File: config.mk
export PLATFORM = sky130hd
export DESIGN_NAME = multicycle_ctrl
export DESIGN_NICKNAME = d
export VERILOG_FILES = /design/src/rtl/ctrl_pkg.sv /design/src/rtl/ctrl_decode.sv /design/src/rtl/multicycle_ctrl.sv
export SDC_FILE = /design/constraint.sdc
export NUM_CORES = 1
export LEC_CHECK = 0
export ABC_AREA = 1
export BUFFER_PORTS_ARGS = -buffer_cell sky130_fd_sc_hd__buf_2
export CORE_ASPECT_RATIO = 2
export CORE_MARGIN = 2
export CORE_UTILIZATION = 51
export CTS_CLUSTER_DIAMETER = 40
export DETAILED_ROUTE_END_ITERATION = 16
export PLACE_DENSITY = 0.77
export SETUP_SLACK_MARGIN = 0.02
export SYNTH_ARGS = -nofsm -noshare
export SYNTH_HDL_FRONTEND = slang
export SYNTH_SLANG_ARGS = --single-unit
File: constraint.sdc
create_clock -name clk -period 2 [get_ports clk]
set_clock_uncertainty 0.15 [all_clocks]
set_input_delay 0.4 -clock clk [delete_from_list [all_inputs] [get_ports clk]]
set_output_delay 0.4 -clock clk [all_outputs]
set_load 0.05 [all_outputs]
File: src/rtl/ctrl_pkg.sv
// Shared constants for the multicycle control FSM: opcodes, functs, state
// encodings, ALU operation codes and the decoded-instruction record.
package ctrl_pkg;

  localparam logic [5:0] OP_RTYPE = 6'h00;
  localparam logic [5:0] OP_LW    = 6'h23;
  localparam logic [5:0] OP_SW    = 6'h2B;
  localparam logic [5:0] OP_BEQ   = 6'h04;
  localparam logic [5:0] OP_J     = 6'h02;
  localparam logic [5:0] OP_ADDI  = 6'h08;
  localparam logic [5:0] OP_ORI   = 6'h0D;
  localparam logic [5:0] OP_LUI   = 6'h0F;

  localparam logic [5:0] FN_ADD = 6'h20;
  localparam logic [5:0] FN_SUB = 6'h22;
  localparam logic [5:0] FN_AND = 6'h24;
  localparam logic [5:0] FN_OR  = 6'h25;
  localparam logic [5:0] FN_SLT = 6'h2A;

  localparam logic [2:0] S_FETCH  = 3'd0;
  localparam logic [2:0] S_DECODE = 3'd1;
  localparam logic [2:0] S_EXEC   = 3'd2;
  localparam logic [2:0] S_MEM    = 3'd3;
  localparam logic [2:0] S_WB     = 3'd4;
  localparam logic [2:0] S_TRAP   = 3'd5;

  localparam logic [2:0] ALU_ADD = 3'd0;
  localparam logic [2:0] ALU_SUB = 3'd1;
  localparam logic [2:0] ALU_AND = 3'd2;
  localparam logic [2:0] ALU_OR  = 3'd3;
  localparam logic [2:0] ALU_SLT = 3'd4;
  localparam logic [2:0] ALU_LUI = 3'd5;

  typedef enum logic [2:0] {
    CLS_R   = 3'd0,
    CLS_LW  = 3'd1,
    CLS_SW  = 3'd2,
    CLS_BEQ = 3'd3,
    CLS_J   = 3'd4,
    CLS_IMM = 3'd5
  } instr_class_e;

  typedef struct packed {
    instr_class_e cls;
    logic [2:0]   alu_op;
    logic         alu_src;
    logic         legal;
  } decode_t;

endpackage

File: src/rtl/ctrl_decode.sv
// Combinational instruction decode: opcode/funct -> class, ALU op, ALU source
// select and a legality flag.
module ctrl_decode
  import ctrl_pkg::*;
(
  input  logic [5:0] i_op,
  input  logic [5:0] i_fn,
  output decode_t    o_dec
);

  // Opcode/funct lookup; anything unlisted is flagged illegal.
  always_comb begin
    o_dec.cls     = CLS_R;
    o_dec.alu_op  = ALU_ADD;
    o_dec.alu_src = 1'b0;
    o_dec.legal   = 1'b1;
    case (i_op)
      OP_RTYPE: begin
        case (i_fn)
          FN_ADD:  o_dec.alu_op = ALU_ADD;
          FN_SUB:  o_dec.alu_op = ALU_SUB;
          FN_AND:  o_dec.alu_op = ALU_AND;
          FN_OR:   o_dec.alu_op = ALU_OR;
          FN_SLT:  o_dec.alu_op = ALU_SLT;
          default: o_dec.legal  = 1'b0;
        endcase
      end
      OP_LW:   begin o_dec.cls = CLS_LW;  o_dec.alu_src = 1'b1; end
      OP_SW:   begin o_dec.cls = CLS_SW;  o_dec.alu_src = 1'b1; end
      OP_BEQ:  begin o_dec.cls = CLS_BEQ; o_dec.alu_op = ALU_SUB; end
      OP_J:    o_dec.cls = CLS_J;
      OP_ADDI: begin o_dec.cls = CLS_IMM; o_dec.alu_src = 1'b1; end
      OP_ORI:  begin o_dec.cls = CLS_IMM; o_dec.alu_op = ALU_OR;  o_dec.alu_src = 1'b1; end
      OP_LUI:  begin o_dec.cls = CLS_IMM; o_dec.alu_op = ALU_LUI; o_dec.alu_src = 1'b1; end
      default: o_dec.legal = 1'b0;
    endcase
  end

endmodule

File: src/rtl/multicycle_ctrl.sv
// Multicycle FETCH/DECODE/EXEC/MEM/WB sequencer for the MIPS-subset core,
// with a sticky trap on illegal instructions and a retired-instruction counter.
module multicycle_ctrl
  import ctrl_pkg::*;
#(
  parameter int CNT_W   = 32,
  parameter bit TRAP_EN = 1'b1
) (
  input  logic             clk,
  input  logic             rst,
  input  logic [5:0]       opcode,
  input  logic [5:0]       funct,
  input  logic             imem_ready,
  input  logic             dmem_ready,
  output logic             ir_we,
  output logic             pc_we,
  output logic             ct_branch,
  output logic             ct_jump,
  output logic             alu_src,
  output logic [2:0]       alu_op,
  output logic             mem_re,
  output logic             mem_we,
  output logic             reg_we,
  output logic             reg_dst,
  output logic             mem_to_reg,
  output logic [2:0]       state,
  output logic             illegal,
  output logic [CNT_W-1:0] retire_cnt
);

  logic [2:0]       r_state;
  logic [2:0]       w_next;
  logic [5:0]       r_op;
  logic [5:0]       r_fn;
  logic [CNT_W-1:0] r_cnt;
  decode_t          w_dec;

  ctrl_decode u_decode (
    .i_op  (r_op),
    .i_fn  (r_fn),
    .o_dec (w_dec)
  );

  // Next-state and strobe logic; pc_we in MEM follows dmem_ready, the rest is state-driven.
  always_comb begin
    w_next     = r_state;
    ir_we      = 1'b0;
    pc_we      = 1'b0;
    ct_branch  = 1'b0;
    ct_jump    = 1'b0;
    alu_src    = 1'b0;
    alu_op     = ALU_ADD;
    mem_re     = 1'b0;
    mem_we     = 1'b0;
    reg_we     = 1'b0;
    reg_dst    = 1'b0;
    mem_to_reg = 1'b0;
    illegal    = 1'b0;
    case (r_state)
      S_FETCH: begin
        if (imem_ready) begin
          ir_we  = 1'b1;
          w_next = S_DECODE;
        end else begin
          w_next = S_FETCH;
        end
      end
      S_DECODE: begin
        if (w_dec.legal && (w_dec.cls == CLS_J)) begin
          pc_we   = 1'b1;
          ct_jump = 1'b1;
          w_next  = S_FETCH;
        end else if (!w_dec.legal) begin
          if (TRAP_EN) begin
            w_next = S_TRAP;
          end else begin
            pc_we  = 1'b1;
            w_next = S_FETCH;
          end
        end else begin
          w_next = S_EXEC;
        end
      end
      S_EXEC: begin
        alu_op  = w_dec.alu_op;
        alu_src = w_dec.alu_src;
        if (w_dec.cls == CLS_BEQ) begin
          pc_we     = 1'b1;
          ct_branch = 1'b1;
          w_next    = S_FETCH;
        end else if ((w_dec.cls == CLS_LW) || (w_dec.cls == CLS_SW)) begin
          w_next = S_MEM;
        end else begin
          w_next = S_WB;
        end
      end
      S_MEM: begin
        mem_re = (w_dec.cls == CLS_LW);
        mem_we = (w_dec.cls == CLS_SW);
        if (dmem_ready) begin
          if (w_dec.cls == CLS_LW) begin
            w_next = S_WB;
          end else begin
            pc_we  = 1'b1;
            w_next = S_FETCH;
          end
        end else begin
          w_next = S_MEM;
        end
      end
      S_WB: begin
        reg_we     = 1'b1;
        pc_we      = 1'b1;
        reg_dst    = (w_dec.cls == CLS_R);
        mem_to_reg = (w_dec.cls == CLS_LW);
        w_next     = S_FETCH;
      end
      S_TRAP: begin
        illegal = 1'b1;
        w_next  = S_TRAP;
      end
      default: begin
        w_next = S_FETCH;
      end
    endcase
  end

  // State register.
  always_ff @(posedge clk or posedge rst) begin
    if (rst) begin
      r_state <= S_FETCH;
    end else begin
      r_state <= w_next;
    end
  end

  // Instruction fields are latched once; all later decode works from these copies.
  always_ff @(posedge clk or posedge rst) begin
    if (rst) begin
      r_op <= 6'd0;
      r_fn <= 6'd0;
    end else if (ir_we) begin
      r_op <= opcode;
      r_fn <= funct;
    end
  end

  // Retired-instruction counter, free-running wrap.
  always_ff @(posedge clk or posedge rst) begin
    if (rst) begin
      r_cnt <= '0;
    end else if (pc_we) begin
      r_cnt <= r_cnt + {{(CNT_W-1){1'b0}}, 1'b1};
    end
  end

  assign state      = r_state;
  assign retire_cnt = r_cnt;

endmodule
==> impl_metrics.py, run 1 <==
metrics = {
    "route": {
        "initialDrtViolationCount": 148,
        "detail_route.wirelength_mm": 9.477,
        "post_drt_wl_per_cell_um": 14.83,
        "firstDrtPassIters": 4,
        "antenna_violating_nets_post_route": 0,
        "route.detailed.drc": 0,
        "vias_per_cell": 5.218,
        "route.vias.total": 3334,
    },
    "layout": {
        "drive_gt1_share_pct": 30.74,
        "syn_to_final_growth_pct": 26.74,
        "antenna_cells": 0,
        "num-nets-final": 570,
        "layout.cells.most_common_list": "sky130_fd_sc_hd__nand2_1, sky130_fd_sc_hd__nor2_1, sky130_fd_sc_hd__buf_2",
        "layout_commonest_cell": "sky130_fd_sc_hd__nand2_1",
        "design_area_mm2": 0.004204,
    },
    "sta": {
        "finalCritPeriodShare_pct": 109.5,
        "worst_slew_pin_slew_ns": 0.4231,
        "fin_ws_ns": -0.1892,
        "hold_slack_ns": 0.1615,
        "max_freq_mhz": 456.8,
        "maxSlewViolCount": 0,
        "timing.final.crit_period_ns": 2.189,
        "max-slew-margin-rel_pct": 71.69,
        "setup_repair_after_global_routing_missed_its_margin": "yes",
        "report.final.hold_viol_count": 0,
        "report.final.setup_viol": 9,
    },
    "global_route": {
        "grt_overflow_total": 0,
        "track_usage_pct": 28.37,
        "antenna_violations_before_repair": 0,
        "grt_max_degree": 37,
        "grt_pass1_vias": 3336,
        "wire_length_of_the_first_global_routing_pass_mm": 15.42,
    },
    "worst_setup_path": {
        "start_kind": "flip-flop",
        "wp_data_arrival_ns": 1.64,
        "maximum_net_fanout_on_the_critical_path": 4,
        "worst_setup_path_end_kind": "output pin",
        "timing_worst_setup_path_type": "reg -> out",
        "required_worst_endpoint_ns": 1.45,
    },
    "logic_synthesis": {
        "yosys.cell_types.count": 31,
        "postSynthAreaPerCell_um2": 7.042,
        "synth_warnings": 0,
        "postSynthNetCount": 488,
        "synthesis.area_mm2": 0.003317,
        "synth.yosys.seq_area_share_pct": 35.46,
        "syn-instance-count": 471,
        "synth_seq_cells": 47,
    },
    "floorplan": {
        "fp.dieH_um": 118.1,
        "fp.coreArea_mm2": 0.006310,
        "die-area_mm2": 0.007204,
        "top_level_ports": 65,
        "rows": 41,
        "starting_density_pct": 52.57,
        "dieWidth_um": 61.03,
    },
    "cts": {
        "clkTransAtPathRegs_ns": 0.06,
        "htree_num_levels": 2,
        "clock_sink_count": 47,
        "cts_inserted_buffers": 5,
        "cts_buffer_depth": 2,
        "root_buffer": "sky130_fd_sc_hd__clkbuf_16",
        "clkLatencyLatePin_ns": 0.29,
        "cts_tree": "done",
    },
    "place": {
        "detailed_place.area_mm2": 0.003790,
        "hpwl_mm": 7.148,
        "routability_cong": 0.9279,
        "placement.io_buffers": 64,
    },
    "power": {
        "power-per-cell-area_mw_per_mm2": 1089,
        "report.power.total_mw": 4.576,
        "leakagePower_nw": 2.018,
        "worst_ir_drop_vdd_mv": 0.9987,
    },
    "run": {
        "drv.max_cap_violation_count": 0,
    },
    "run_status": {
        "failing_checks": "negative setup slack",
        "outcome": "finished with violations",
    },
    "min_path": {
        "hp-class": "in -> reg",
    },
}
## Yosys cell counts (all sizes together)
| cell type | instances | area, um^2 |
|---|---|---|
| nand3b | 15 | 112.6 |
| dfrtp | 47 | 1176 |
| nor3 | 4 | 20.02 |
| nand2 | 194 | 735.7 |
| nor2 | 78 | 350.3 |
| clkbuf | 2 | 7.510 |
| o21bai | 1 | 7.510 |
| clkinv | 1 | 3.750 |
| buf | 9 | 118.9 |
| o21ai | 13 | 65.06 |
| a22oi | 1 | 7.510 |
| and3 | 1 | 6.260 |
| nand4 | 2 | 12.51 |
| xor2 | 14 | 122.6 |
| ha | 1 | 12.51 |
| inv | 33 | 123.9 |
| a31oi | 3 | 18.77 |
| a21oi | 4 | 31.28 |
| nand3 | 47 | 375.4 |
| xnor2 | 1 | 8.760 |
## registers in the layout (all words and copies together) (netlist names)
signal	flops
r_fn	6
r_op	6
retire_cnt	32
state	3
## layout make-up
cell class	count	area, um^2
tap	86	107.6
inverter	34	133.9
fill	571	2106
sequential	47	1189
clock buffer	7	132.6
multi-input combinational	379	2054
timing repair buffer	86	586.8
## critical path, stage by stage, from the launching register on
cell,delay (ns)
sky130_fd_sc_hd__dfrtp_2,0.46
sky130_fd_sc_hd__nor2_4,0.18
sky130_fd_sc_hd__nand3_4,0.12
sky130_fd_sc_hd__buf_6,0.16
sky130_fd_sc_hd__a21oi_4,0.19
sky130_fd_sc_hd__nand2_4,0.07
sky130_fd_sc_hd__buf_6,0.15
## repair_timing
item,4_1_cts,5_1_grt
setup buffers,4,4
pin swaps,11,5
endpoints found under the hold margin,16,0
setup endpoints to repair,12,44
resized for setup,51,10
hold buffers,1,0
## report_power, final
part           switching (mW)  leakage [nW]  internal [mW]  total (mW)
Combinational            1.64          1.34          0.717        2.35
Clock                   0.343        0.0640          0.458       0.801
Sequential              0.260         0.617           1.16        1.42
Total                    2.24          2.02           2.34        4.58
## through the flow
step                      util [%]  worst slack, ns  setup TNS, ns  std cells
final                        66.63          -0.1892         -1.077        639
after global routing         66.63          -0.2321         -1.638        639
after CTS                    65.56          -0.1812        -0.8648        635
after detailed placement     60.06         -0.02042       -0.03736        623
after global placement       60.06          0.04584              0        623
after floorplan                  -          -0.1517        -0.1914        471
## final timing paths
| kind | from | cells past startpoint | end | slack (ns) |
|---|---|---|---|---|
| min in group asynchronous | rst | 3 | r_fn[4]$_DFFE_PP0P_ | 0.49 |
| hold / removal | funct[4] | 3 | r_fn[4]$_DFFE_PP0P_ | 0.16 |
| setup / recovery | r_op[2]$_DFFE_PP0P_ | 6 | pc_we | -0.19 |
| hold reg to reg | r_fn[4]$_DFFE_PP0P_ | 2 | r_fn[4]$_DFFE_PP0P_ | 0.33 |
| max in group asynchronous | rst | 4 | retire_cnt[6]$_DFFE_PP0P_ | 0.60 |
| setup reg to reg | r_op[2]$_DFFE_PP0P_ | 9 | retire_cnt[21]$_DFFE_PP0P_ | 0.08 |
## routing by layer
layer  part of all wire [%]  GRT usage, %  vias to the layer above  wire (um)
met5                      0             0                        -          0
met1                     33         27.90                     1575       3139
met3                    3.4         5.275                       33        321
met2                     58         50.53                       85       5499
met4                    5.4         17.12                        0        516
li1                       -             -                     1641          -
## kinds of logic (layout without fill, tap and decap cells)
family | Yosys count | count (layout) | synth area share [%]
compound gates | 22 | 22 | 3.923
xor+xnor | 15 | 15 | 3.961
simple gates | 341 | 341 | 48.62
buf+inv | 45 | 127 | 7.657
fa+ha+maj | 1 | 1 | 0.3772
flops | 47 | 47 | 35.46
Power figures use the tool's default switching activity.
==> run 2, diff against run 1 <==
- PLACE_DENSITY: 0.77 -> 0.74
==> run 2 against run 1 <==
The run still ends with negative setup slack left. Via count is 0.60% higher. Routed wire length shrank 1.0%. Global-route usage is 0.48 points lower. Critical path type unchanged. Critical endpoint is now alu_op[0].
==> impl_metrics.py, run 2 (synthesized netlist as in run 1, its figures left out) <==
metrics = {
    "route": {
        "antenna_violating_nets_post_route": 0,
        "route.detailed.drc": 0,
        "route.vias.total": 3354,
        "detail_route.wirelength_mm": 9.381,
        "firstDrtPassIters": 4,
        "vias_per_cell": 5.224,
        "post_drt_wl_per_cell_um": 14.61,
        "initialDrtViolationCount": 158,
    },
    "worst_setup_path": {
        "timing_worst_setup_path_type": "reg -> out",
        "required_worst_endpoint_ns": 1.45,
        "maximum_net_fanout_on_the_critical_path": 5,
        "cp_cell_sequence": "nor2_4 -> buf_4 -> nand3_4 -> nand2_2 -> o21bai_2 -> a21oi_4 -> buf_6",
        "start_kind": "flip-flop",
        "timing.critical_path.buf_inv": 2,
        "critical-path-top-delay-family": "flip-flops",
        "slowest_stage": "sky130_fd_sc_hd__dfrtp_1",
        "max_stage_delay_on_crit_path_ns": 0.42,
        "wp_data_arrival_ns": 1.66,
        "worst_setup_path_end_kind": "output pin",
    },
    "global_route": {
        "antenna_violations_before_repair": 0,
        "track_usage_pct": 27.88,
        "wire_length_of_the_first_global_routing_pass_mm": 15.33,
        "grt_max_degree": 37,
        "grt_pass1_vias": 3367,
        "grt_overflow_total": 0,
    },
    "floorplan": {
        "dieWidth_um": 61.03,
        "rows": 41,
        "die-area_mm2": 0.007204,
        "fp.coreArea_mm2": 0.006310,
        "starting_density_pct": 52.57,
        "top_level_ports": 65,
        "fp.dieH_um": 118.1,
    },
    "cts": {
        "cts_tree": "done",
        "clkLatencyLatePin_ns": 0.29,
        "root_buffer": "sky130_fd_sc_hd__clkbuf_16",
        "cts_buffer_depth": 2,
        "cts_inserted_buffers": 5,
        "clkTransAtPathRegs_ns": 0.06,
        "clock_sink_count": 47,
        "htree_num_levels": 2,
    },
    "layout": {
        "largest_reg_flops": 32,
        "antenna_cells": 0,
        "layout.cells.most_common_list": "sky130_fd_sc_hd__nand2_1, sky130_fd_sc_hd__nor2_1, sky130_fd_sc_hd__buf_2",
        "num-nets-final": 572,
        "layout_commonest_cell": "sky130_fd_sc_hd__nand2_1",
        "drive_gt1_share_pct": 31.47,
        "syn_to_final_growth_pct": 28.25,
        "design_area_mm2": 0.004254,
    },
    "run_status": {
        "outcome": "finished with violations",
        "failing_checks": "negative setup slack",
    },
    "power": {
        "power-per-cell-area_mw_per_mm2": 1135,
        "worst_ir_drop_vdd_mv": 1.050,
        "leakagePower_nw": 2.053,
    },
    "sta": {
        "timing.final.crit_period_ns": 2.208,
        "fin_ws_ns": -0.2081,
        "setup_repair_after_global_routing_missed_its_margin": "yes",
        "report.final.setup_viol": 9,
        "maxSlewViolCount": 0,
        "report.final.hold_viol_count": 0,
        "worst_slew_pin_slew_ns": 0.4376,
        "finalCritPeriodShare_pct": 110.4,
        "max_freq_mhz": 452.9,
        "max-slew-margin-rel_pct": 70.72,
    },
    "place": {
        "placement.io_buffers": 64,
        "detailedPlace.worstSlack_ns": -0.01159,
        "routability_cong": 0.9563,
        "detailed_place.area_mm2": 0.003805,
        "hpwl_mm": 7.047,
    },
    "min_path": {
        "hp-class": "in -> reg",
    },
    "run": {
        "drv.max_cap_violation_count": 0,
    },
}
[run 2: cell types whose count changed in the layout (fill, tap and decap cells not counted)]
cell	before	now
sky130_fd_sc_hd__buf_8	2	4
sky130_fd_sc_hd__bufinv_16	0	1
sky130_fd_sc_hd__clkbuf_1	2	0
sky130_fd_sc_hd__clkbuf_8	0	1
sky130_fd_sc_hd__inv_2	8	10
sky130_fd_sc_hd__inv_4	2	1
sky130_fd_sc_hd__nand3_2	25	26
sky130_fd_sc_hd__nand3_4	5	4
sky130_fd_sc_hd__nor2_2	4	6
sky130_fd_sc_hd__nor2_4	13	11
[run 2: timing repair]
item,in CTS,in global routing
hold endpoints to repair,17,0
pin swaps,5,4
hold buffers,1,0
setup endpoints to repair,12,43
resized for setup,47,14
setup buffers,3,5
[run 2: layout make-up]
type	count	area, um^2
Fill cell	562	2056
Clock inverter	2	35.03
Clock buffer	6	138.9
Sequential cell	47	1189
Tap cell	86	107.6
Multi-Input combinational cell	379	2037
Inverter	34	130.1
Timing Repair Buffer	88	616.8
[run 2: per-stage QoR]
stage / util, % / TNS (ns) / power [mW] / hold WS [ns] / std cells
after floorplan: - / -0.1914 / 3.110 / 0.2926 / 471
after global placement: 60.30 / 0 / 3.385 / 0.2620 / 625
after detailed placement: 60.30 / -0.02164 / 3.440 / 0.2629 / 625
after CTS: 66.07 / -1.025 / 4.637 / 0.1621 / 637
after global routing: 67.42 / -1.667 / 5.101 / 0.1651 / 642
final: 67.42 / -1.085 / 4.829 / 0.1606 / 642
[run 2: path summary, 6_finish.rpt]
kind,from,endpoint,slack (ns),depth (start not counted)
min,funct[1],r_fn[1]$_DFFE_PP0P_,0.16,3
min in group asynchronous,rst,r_fn[4]$_DFFE_PP0P_,0.48,3
max reg2reg,r_op[2]$_DFFE_PP0P_,retire_cnt[28]$_DFFE_PP0P_,0.15,8
max,r_op[5]$_DFFE_PP0P_,alu_op[0],-0.21,7
min reg2reg,r_fn[4]$_DFFE_PP0P_,r_fn[4]$_DFFE_PP0P_,0.33,2
max in group asynchronous,rst,state[1]$_DFF_PP0_,0.66,4
[run 2: per-layer routing]
metal / track usage (%) / part of all wire [%] / vias up / wire (um)
met4: 16.03 / 5.6 / 0 / 526
met2: 48.80 / 56 / 95 / 5264
met1: 28.97 / 34 / 1572 / 3233
met5: 0 / 0 / - / 0
li1: - / - / 1653 / -
met3: 4.835 / 3.8 / 34 / 356
[run 2: worst min-delay path, stage by stage]
cell and delay, ns:
sky130_fd_sc_hd__buf_2 0.07, sky130_fd_sc_hd__nand2_1 0.04, sky130_fd_sc_hd__o21ai_0 0.05
[run 2: power by group]
part           total [mW]  switching [mW]  leakage (nW)  internal, mW
Clock               0.992           0.370        0.0868         0.622
Sequential           1.41           0.246         0.617          1.16
Combinational        2.43            1.66          1.35         0.774
